$ cat src/rtl/nn_fixed_pkg.sv
// Shared fixed-point helpers for the neural network datapath blocks.
// Holds default widths, the evaluation state type and the output slicing function.
package nn_fixed_pkg;

  localparam int FRAC_DEF = 10;
  localparam int DW_DEF   = 16;
  localparam int SAT_W    = 64;

  typedef enum logic {
    ACC  = 1'b0,
    DONE = 1'b1
  } nn_state_t;

  typedef struct packed {
    logic             ovf;
    logic [SAT_W-1:0] z;
  } sat_res_t;

  function automatic int clog2(input int unsigned n);
    int          r;
    int unsigned v;
    r = 0;
    v = 1;
    while (v < n) begin
      v = v << 1;
      r++;
    end
    return r;
  endfunction

  // z holds the result in its low ow bits; callers slice off what they need.
  function automatic sat_res_t sat_slice(input logic signed [SAT_W-1:0] value,
                                         input int unsigned shift,
                                         input int unsigned ow,
                                         input logic sat_en);
    logic signed [SAT_W-1:0] s;
    logic signed [SAT_W-1:0] hi;
    logic signed [SAT_W-1:0] lo;
    sat_res_t                r;
    s     = value >>> shift;
    hi    = (64'sd1 <<< (ow - 1)) - 64'sd1;
    lo    = -hi - 64'sd1;
    r.ovf = (s > hi) || (s < lo);
    if (r.ovf && sat_en) r.z = (s < 0) ? lo : hi;
    else                 r.z = s;
    return r;
  endfunction

endpackage

$ cat src/rtl/nn_sat_out.sv
// Output stage: floor-shifts the accumulator to the output LSB, range-checks
// it against the signed OW range and either clamps or wraps.
module nn_sat_out
  import nn_fixed_pkg::*;
#(
  parameter int ACCW   = 24,
  parameter int OSHIFT = 6,
  parameter int OW     = 8,
  parameter bit SAT_EN = 1'b1
) (
  input  logic signed [ACCW-1:0] acc,
  output logic        [OW-1:0]   z,
  output logic                   ovf
);

  sat_res_t res;

  always_comb begin
    res = sat_slice(SAT_W'(acc), OSHIFT, OW, SAT_EN);
  end

  assign z   = OW'(res.z);
  assign ovf = res.ovf;

endmodule

$ cat src/rtl/neuron_mac_sat.sv
// Serial neuron: accumulates N_IN (a,w) products plus a bias through one shared
// multiplier, then presents one saturated fixed-point result per evaluation.
module neuron_mac_sat
  import nn_fixed_pkg::*;
#(
  parameter int N_IN   = 3,
  parameter int DW     = DW_DEF,
  parameter int FRAC   = FRAC_DEF,
  parameter int OW     = 8,
  parameter int OSHIFT = 6,
  parameter bit SAT_EN = 1'b1
) (
  input  logic                 clk,
  input  logic                 reset,
  input  logic                 in_valid,
  output logic                 in_ready,
  input  logic signed [DW-1:0] a_in,
  input  logic signed [DW-1:0] w_in,
  input  logic signed [DW-1:0] b_in,
  output logic                 out_valid,
  input  logic                 out_ready,
  output logic        [OW-1:0] z_out,
  output logic                 ovf
);

  localparam int PW   = 2 * DW - FRAC;
  localparam int ACCW = PW + clog2(N_IN + 1);
  localparam int CW   = (N_IN > 1) ? clog2(N_IN) : 1;
  localparam logic [CW-1:0] LAST = CW'(N_IN - 1);

  nn_state_t               state;
  logic [CW-1:0]           cnt;
  logic signed [ACCW-1:0]  acc;

  logic signed [2*DW-1:0]  prod_full;
  logic signed [PW-1:0]    prod;
  logic signed [ACCW-1:0]  prod_ext;
  logic signed [ACCW-1:0]  bias_ext;
  logic signed [ACCW-1:0]  acc_base;
  logic        [OW-1:0]    z_raw;
  logic                    ovf_raw;

  // Only sign bits are dropped after the floor shift, so PW holds the product exactly.
  assign prod_full = (2 * DW)'(a_in) * (2 * DW)'(w_in);
  assign prod      = PW'(prod_full >>> FRAC);
  assign prod_ext  = ACCW'(prod);
  assign bias_ext  = ACCW'(b_in);
  assign acc_base  = (cnt == '0) ? bias_ext : acc;

  always_ff @(posedge clk or posedge reset) begin
    if (reset) begin
      state <= ACC;
      cnt   <= '0;
      acc   <= '0;
    end else begin
      case (state)
        ACC: begin
          if (in_valid) begin
            acc <= acc_base + prod_ext;
            if (cnt == LAST) begin
              cnt   <= '0;
              state <= DONE;
            end else begin
              cnt <= cnt + CW'(1);
            end
          end
        end
        DONE: begin
          if (out_ready) begin
            state <= ACC;
            acc   <= '0;
          end
        end
        default: state <= ACC;
      endcase
    end
  end

  nn_sat_out #(
    .ACCW  (ACCW),
    .OSHIFT(OSHIFT),
    .OW    (OW),
    .SAT_EN(SAT_EN)
  ) u_sat_out (
    .acc(acc),
    .z  (z_raw),
    .ovf(ovf_raw)
  );

  assign in_ready  = (state == ACC);
  assign out_valid = (state == DONE);
  assign z_out     = out_valid ? z_raw : '0;
  assign ovf       = out_valid & ovf_raw;

endmodule

$ cat config.mk
export PLATFORM = sky130hd
export DESIGN_NAME = neuron_mac_sat
export DESIGN_NICKNAME = d
export VERILOG_FILES = /design/src/rtl/nn_fixed_pkg.sv /design/src/rtl/nn_sat_out.sv /design/src/rtl/neuron_mac_sat.sv
export SDC_FILE = /design/constraint.sdc
export NUM_CORES = 1
export LEC_CHECK = 0
export ABC_AREA = 1
export BUFFER_PORTS_ARGS = -buffer_cell sky130_fd_sc_hd__clkbuf_2
export CAP_MARGIN = 20
export CORE_ASPECT_RATIO = 0.5
export CORE_MARGIN = 3
export CORE_UTILIZATION = 34
export CTS_BUF_LIST = sky130_fd_sc_hd__clkbuf_4
export DETAILED_ROUTE_END_ITERATION = 10
export SYNTH_ARGS = -nofsm -noshare
export SYNTH_HDL_FRONTEND = slang
export SYNTH_SLANG_ARGS = --single-unit
$ cat constraint.sdc
create_clock -name clk -period 2.9 [get_ports clk]
set_input_delay 0.58 -clock clk [delete_from_list [all_inputs] [get_ports clk]]
set_output_delay 0.58 -clock clk [all_outputs]
set_load 0.01 [all_outputs]
### Word-level counts from Yosys, hierarchy flattened

Cells that the tools add are included.

| word-level totals | value |
|---|---|
| flip-flop bits (word level) | 27 |
| input bits | 52 |
| output and inout port bits | 11 |
| word-level logic and storage cells | 30 |

| cells by class | value |
|---|---|
| $add $sub $neg | 2 |
| multiply operators | 1 |
| $lt $le $gt $ge | 3 |
| equality and inequality tests | 3 |
| muxes and demuxes | 12 |
| bitwise gates (word level) | 2 |
| reductions and logical operators | 4 |

Operator list:

| kind | count |
|---|---|
| $mux W24 | 3 |
| $pmux W24 S2 | 1 |
| $mul A16 B16 Y32 | 1 |
| $add A24 B22 Y24 | 1 |
| $mux W8 | 3 |
| $gt A18 B8 Y1 const B | 1 |
| $lt A18 B1 Y1 const B | 1 |
| $lt A18 B8 Y1 const B | 1 |
| $ne A2 B2 Y1 const B | 2 |
| $reduce_and A2 Y1 | 2 |
| $mux W1 | 3 |
| $add A2 B1 Y2 const B | 1 |
| $eq A2 B2 Y1 const B | 1 |
| $logic_not A2 Y1 | 1 |
| $mux W2 | 1 |
| $pmux W1 S2 | 1 |
| $and A1 B1 Y1 | 1 |
| $logic_or A1 B1 Y1 | 1 |
| $not A1 Y1 | 1 |

### Logic depth before layout (Yosys ltp)

| logic depth | value |
|---|---|
| depth in word-level cells | 5 |
| gate-level depth with buffers | 41 |
| gate-level depth less buffers | 39 |

### Modules after synthesis

A second synthesis with hierarchy kept.

| second synthesis, totals | value |
|---|---|
| cells, all modules | 1853 |
| area total of the unflattened synthesis | 13299.0 um^2 |

Modules (own cells, without submodules):

| module | instances | cells an instance | area an instance (um^2) | sequential area each (um^2) |
|---|---|---|---|---|
| neuron_mac_sat | 1 | 1811 | 13120.1 | 675.6 |
| nn_sat_out | 1 | 42 | 178.9 | 0.0 |

### Least setup slack after synthesis

No wires, ideal clock.

| timing | value |
|---|---|
| path type | input -> register |
| start | input a_in[10] |
| end | register acc[23] |
| setup time | 117 ps |
| arrival | 6792 ps |
| data required time | 2783 ps |
| slack | -4010 ps |
| stages on the path | 33 |
| buffers on the path | 2 |
| cells stage by stage | clkbuf_1 -> clkbuf_1 -> nand2_1 -> fa_1 -> fa_1 -> fa_1 -> fa_1 -> inv_1 -> fa_1 -> inv_1 -> fa_1 -> inv_1 -> ha_1 -> a21o_1 -> nor2_1 -> o21ai_1 -> nor2_1 -> nor2_1 -> nand2_1 -> nand2_1 -> xor2_1 -> ha_1 -> nand2_1 -> nor2_2 -> nand2_1 -> nor2_1 -> nand2_1 -> nand3_1 -> nand2_1 -> nand2_1 -> nand3_1 -> nand3_1 -> nand2_1 |

| between the ends | value |
|---|---|
| word-level cells in the longest chain between the ends | 4 |

Ends and longest elaborated chain:

| what | RTL line | RTL |
|---|---|---|
| from (decl) | neuron_mac_sat.sv:17 | `input logic signed [DW-1:0] a_in,` |
| $mul A16 B16 Y32 | neuron_mac_sat.sv:44 | `assign prod_full = (2 * DW)'(a_in) * (2 * DW)'(w_in);` |
| $add A24 B22 Y24 | neuron_mac_sat.sv:59 | `acc <= acc_base + prod_ext;` |
| $mux W24 | neuron_mac_sat.sv:58 | `if (in_valid) begin` |
| $pmux W24 S2 | neuron_mac_sat.sv:56 | `case (state)` |
| to (signal assigned) | neuron_mac_sat.sv:59 |  |
| to (decl) | neuron_mac_sat.sv:33 | `logic signed [ACCW-1:0] acc;` |

Every way passes these cells. The select of a mux whose other input is x is not followed.
A chain may end at the register's enable or synchronous reset.

### Worst setup path in the final report

| timing | value |
|---|---|
| start | input w_in[15] |
| end | register acc[23] |

| between the ends | value |
|---|---|
| word-level cells in the longest chain between the ends | 4 |

Ends and longest elaborated chain:

| what | RTL line | RTL |
|---|---|---|
| from (decl) | neuron_mac_sat.sv:18 | `input logic signed [DW-1:0] w_in,` |
| $mul A16 B16 Y32 | neuron_mac_sat.sv:44 |  |
| $add A24 B22 Y24 | neuron_mac_sat.sv:59 |  |
| $mux W24 | neuron_mac_sat.sv:58 |  |
| $pmux W24 S2 | neuron_mac_sat.sv:56 |  |

Every way passes these cells. The select of a mux whose other input is x is not followed.

==> impl_metrics.toml <==
[outcome]
status = "finished with violations"
violations = "negative setup slack"

[worst_setup_path]
worst-path-buf-inv = 9
crit_cells = 37
slowest_stage = "fa_1"
path_delay_family = "adder cells"
endpoint_kind = "flip-flop"
arrival_ns = 7.02
ff2ff_setup_slack_ns = 0.23
crit_start = "w_in[15]"
reg2reg_to = "acc[23]"
ff2ff_path_depth = 19
crit_path_max_incr_delay_ns = 0.55
required_ns = 3.19
critical_path_peak_fanout = 4
crit_end = "acc[23]"
timing_worst_setup_path_type = "input port to flip-flop"
r2r_start = "cnt[1]"
cp-start-kind = "input port"

[global_routing]
grt_pass1_vias = 12400
grt_overflow = 0
grt_pass1_wl_um = 63400
grt_max_degree = 33
track_usage = 0.189
antenna_found_initial = 0

[clock_network]
root_buffer = "clkbuf_4"
numCtsBuffers = 3
htreeDepth = 1
path_clk_slew_ns = 0.19
cts_sinks = 27
insertion_delay_ns = 0.36
cts_tree = "done"
cts_buffer_depth = 2

[sta]
post-route-period-util = 2.32
hold_violations = 0
setup_tns_ns = -84.03
min_period_ns = 6.74
tightest_slew_ns = 0.672
skew_ns = 0.00598
setup_viol = 24
holdWs_ns = 0.230
grt_setup_unrepaired = "yes"
setup_slack_ns = -3.84
drv_slew = 0
fmax_ghz = 0.148
worst_slew_margin_rel = 0.549

[placement]
dp_slack_ns = -4.54
gp_congestion = 0.919
port_buffers = 62
hpwl_um = 31900

[detailed_routing]
via_count = 12100
wire_per_inst_um = 14.6
dr.pass1.iters = 5
drt-total-wl_um = 38300
drt_iter0_markers = 658
vias_per_cell = 4.59
ant_nets = 0
drt_drc_violations_left = 0

[finish]
multi_input_area_um2 = 12100
layout.nets = 2528
fillers = 3640
regArea_um2 = 676
area_delta_synth_final_pct = 41.3
layout-drive-gt1-share = 0.340
num_antenna_cells = 0

[logic_synthesis]
syn_area_per_cell_um2 = 7.30
synth_cell_types = 44
syn_inst = 1795
synth_async_sr_flop_share = 1.00
ys.flop_type = "dfrtp_1"
netlist_area_um2 = 13100
ys_ff_latch = 27
synth_edf_count = 0
synth_nets = 2211
yosysWarnings = 0
yosysSeqAreaShare = 0.0516

[floorplanning]
io_pins = 63
die-width_um = 284
num_rows = 50
initial_core_util = 0.348
fp.coreArea_um2 = 37700
fp.dieH_um = 145
dieArea_um2 = 41100

[job]
maxCapViolCount = 0

[min_path]
holdCritPathClass = "input port to asynchronous set/reset pin"
==> tightest hold or removal path, stage by stage <==
cell and delay, ns:
clkbuf_2 0.08, inv_1 0.04, buf_4 0.35
==> cell families (layout without fill, tap and decap cells) <==
| group | Yosys count | in the layout | share of synthesized area |
|---|---|---|---|
| simple gates | 621 | 621 | 0.193 |
| buf+inv | 574 | 890 | 0.165 |
| compound gates | 189 | 189 | 0.0789 |
| fa+ha+maj | 364 | 364 | 0.498 |
| flops | 27 | 27 | 0.0516 |
| xor+xnor | 20 | 20 | 0.0134 |
==> registers in the layout, indices dropped and copies added, names as in the netlist <==
signal     flops
acc           24
cnt            2
out_valid      1
==> metal layers <==
layer | GRT usage | share of wire
met2 | 0.318 | 0.46
met1 | 0.276 | 0.47
met4 | 0.0185 | 0.011
met3 | 0.0186 | 0.052
met5 | 0 | 0
==> cell type report <==
class,count,share of cell area
inverter,510,0.104
clock inverter,1,0.000406
clock buffer,3,0.00122
timing repair buffer,376,0.171
multi-input combinational,1194,0.652
tap,520,0.0352
sequential,27,0.0365
==> worst min-delay path by stage <==
stage / to / cells after the start / start
6_report: acc[10] / 3 / reset
5_1_grt: acc[9] / 3 / reset
4_1_cts: acc[10] / 3 / reset
3_5_place_dp: acc[17] / 2 / acc[17]
3_3_place_gp: acc[17] / 2 / acc[17]
2_1_floorplan: acc[20] / 2 / acc[20]
==> timing repair <==
item / 4_1_cts / 5_1_grt
setup endpoints to repair: 24 / 25
cloned: 1 / 1
pin swaps: 94 / 112
buffers inserted: 39 / 24
hold buffers: 0 / 0
gates resized for setup: 294 / 165
==> per-stage QoR <==
step | std cells | utilization | instance area, um^2
6_report | 2631 | 0.491 | 18500
5_1_grt | 2631 | 0.491 | 18500
4_1_cts | 2609 | 0.472 | 17800
3_5_place_dp | 2568 | 0.431 | 16200
3_3_place_gp | 2568 | 0.431 | 16200
2_1_floorplan | 1795 | - | 13900
==> cells in the final DEF, fill, tap and decap left out, types with 31 or more instances in the layout <==
cell,netlist,final
fa_1,262,243
o21ai_0,73,36
buf_6,0,40
o21ai_1,7,31
inv_1,508,471
nand2_1,442,366
inv_2,1,36
buf_4,0,269
nand2_2,10,58
clkbuf_2,0,34
ha_4,0,40
a21oi_1,72,32
nor2_1,91,55
ha_1,102,58
==> synthesized netlist by cell type (8+ instances only) <==
master    instances  area share
nand2_2          10      0.0048
nand2_1         442        0.13
dfrtp_1          27       0.052
inv_1           508        0.15
o22ai_1           9      0.0043
ha_1            102       0.097
a21oi_1          72       0.028
nor2_1           91       0.026
nor4_1            9      0.0043
xor2_1           12      0.0080
fa_1            262        0.40
nand3_1          30       0.011
o21ai_0          73       0.028
xnor2_1           8      0.0054
clkbuf_1         59       0.017
nand4_1          10      0.0048
Power is not shown: default switching activity piles up to over one toggle a cycle in this logic, so the estimate is an artifact.
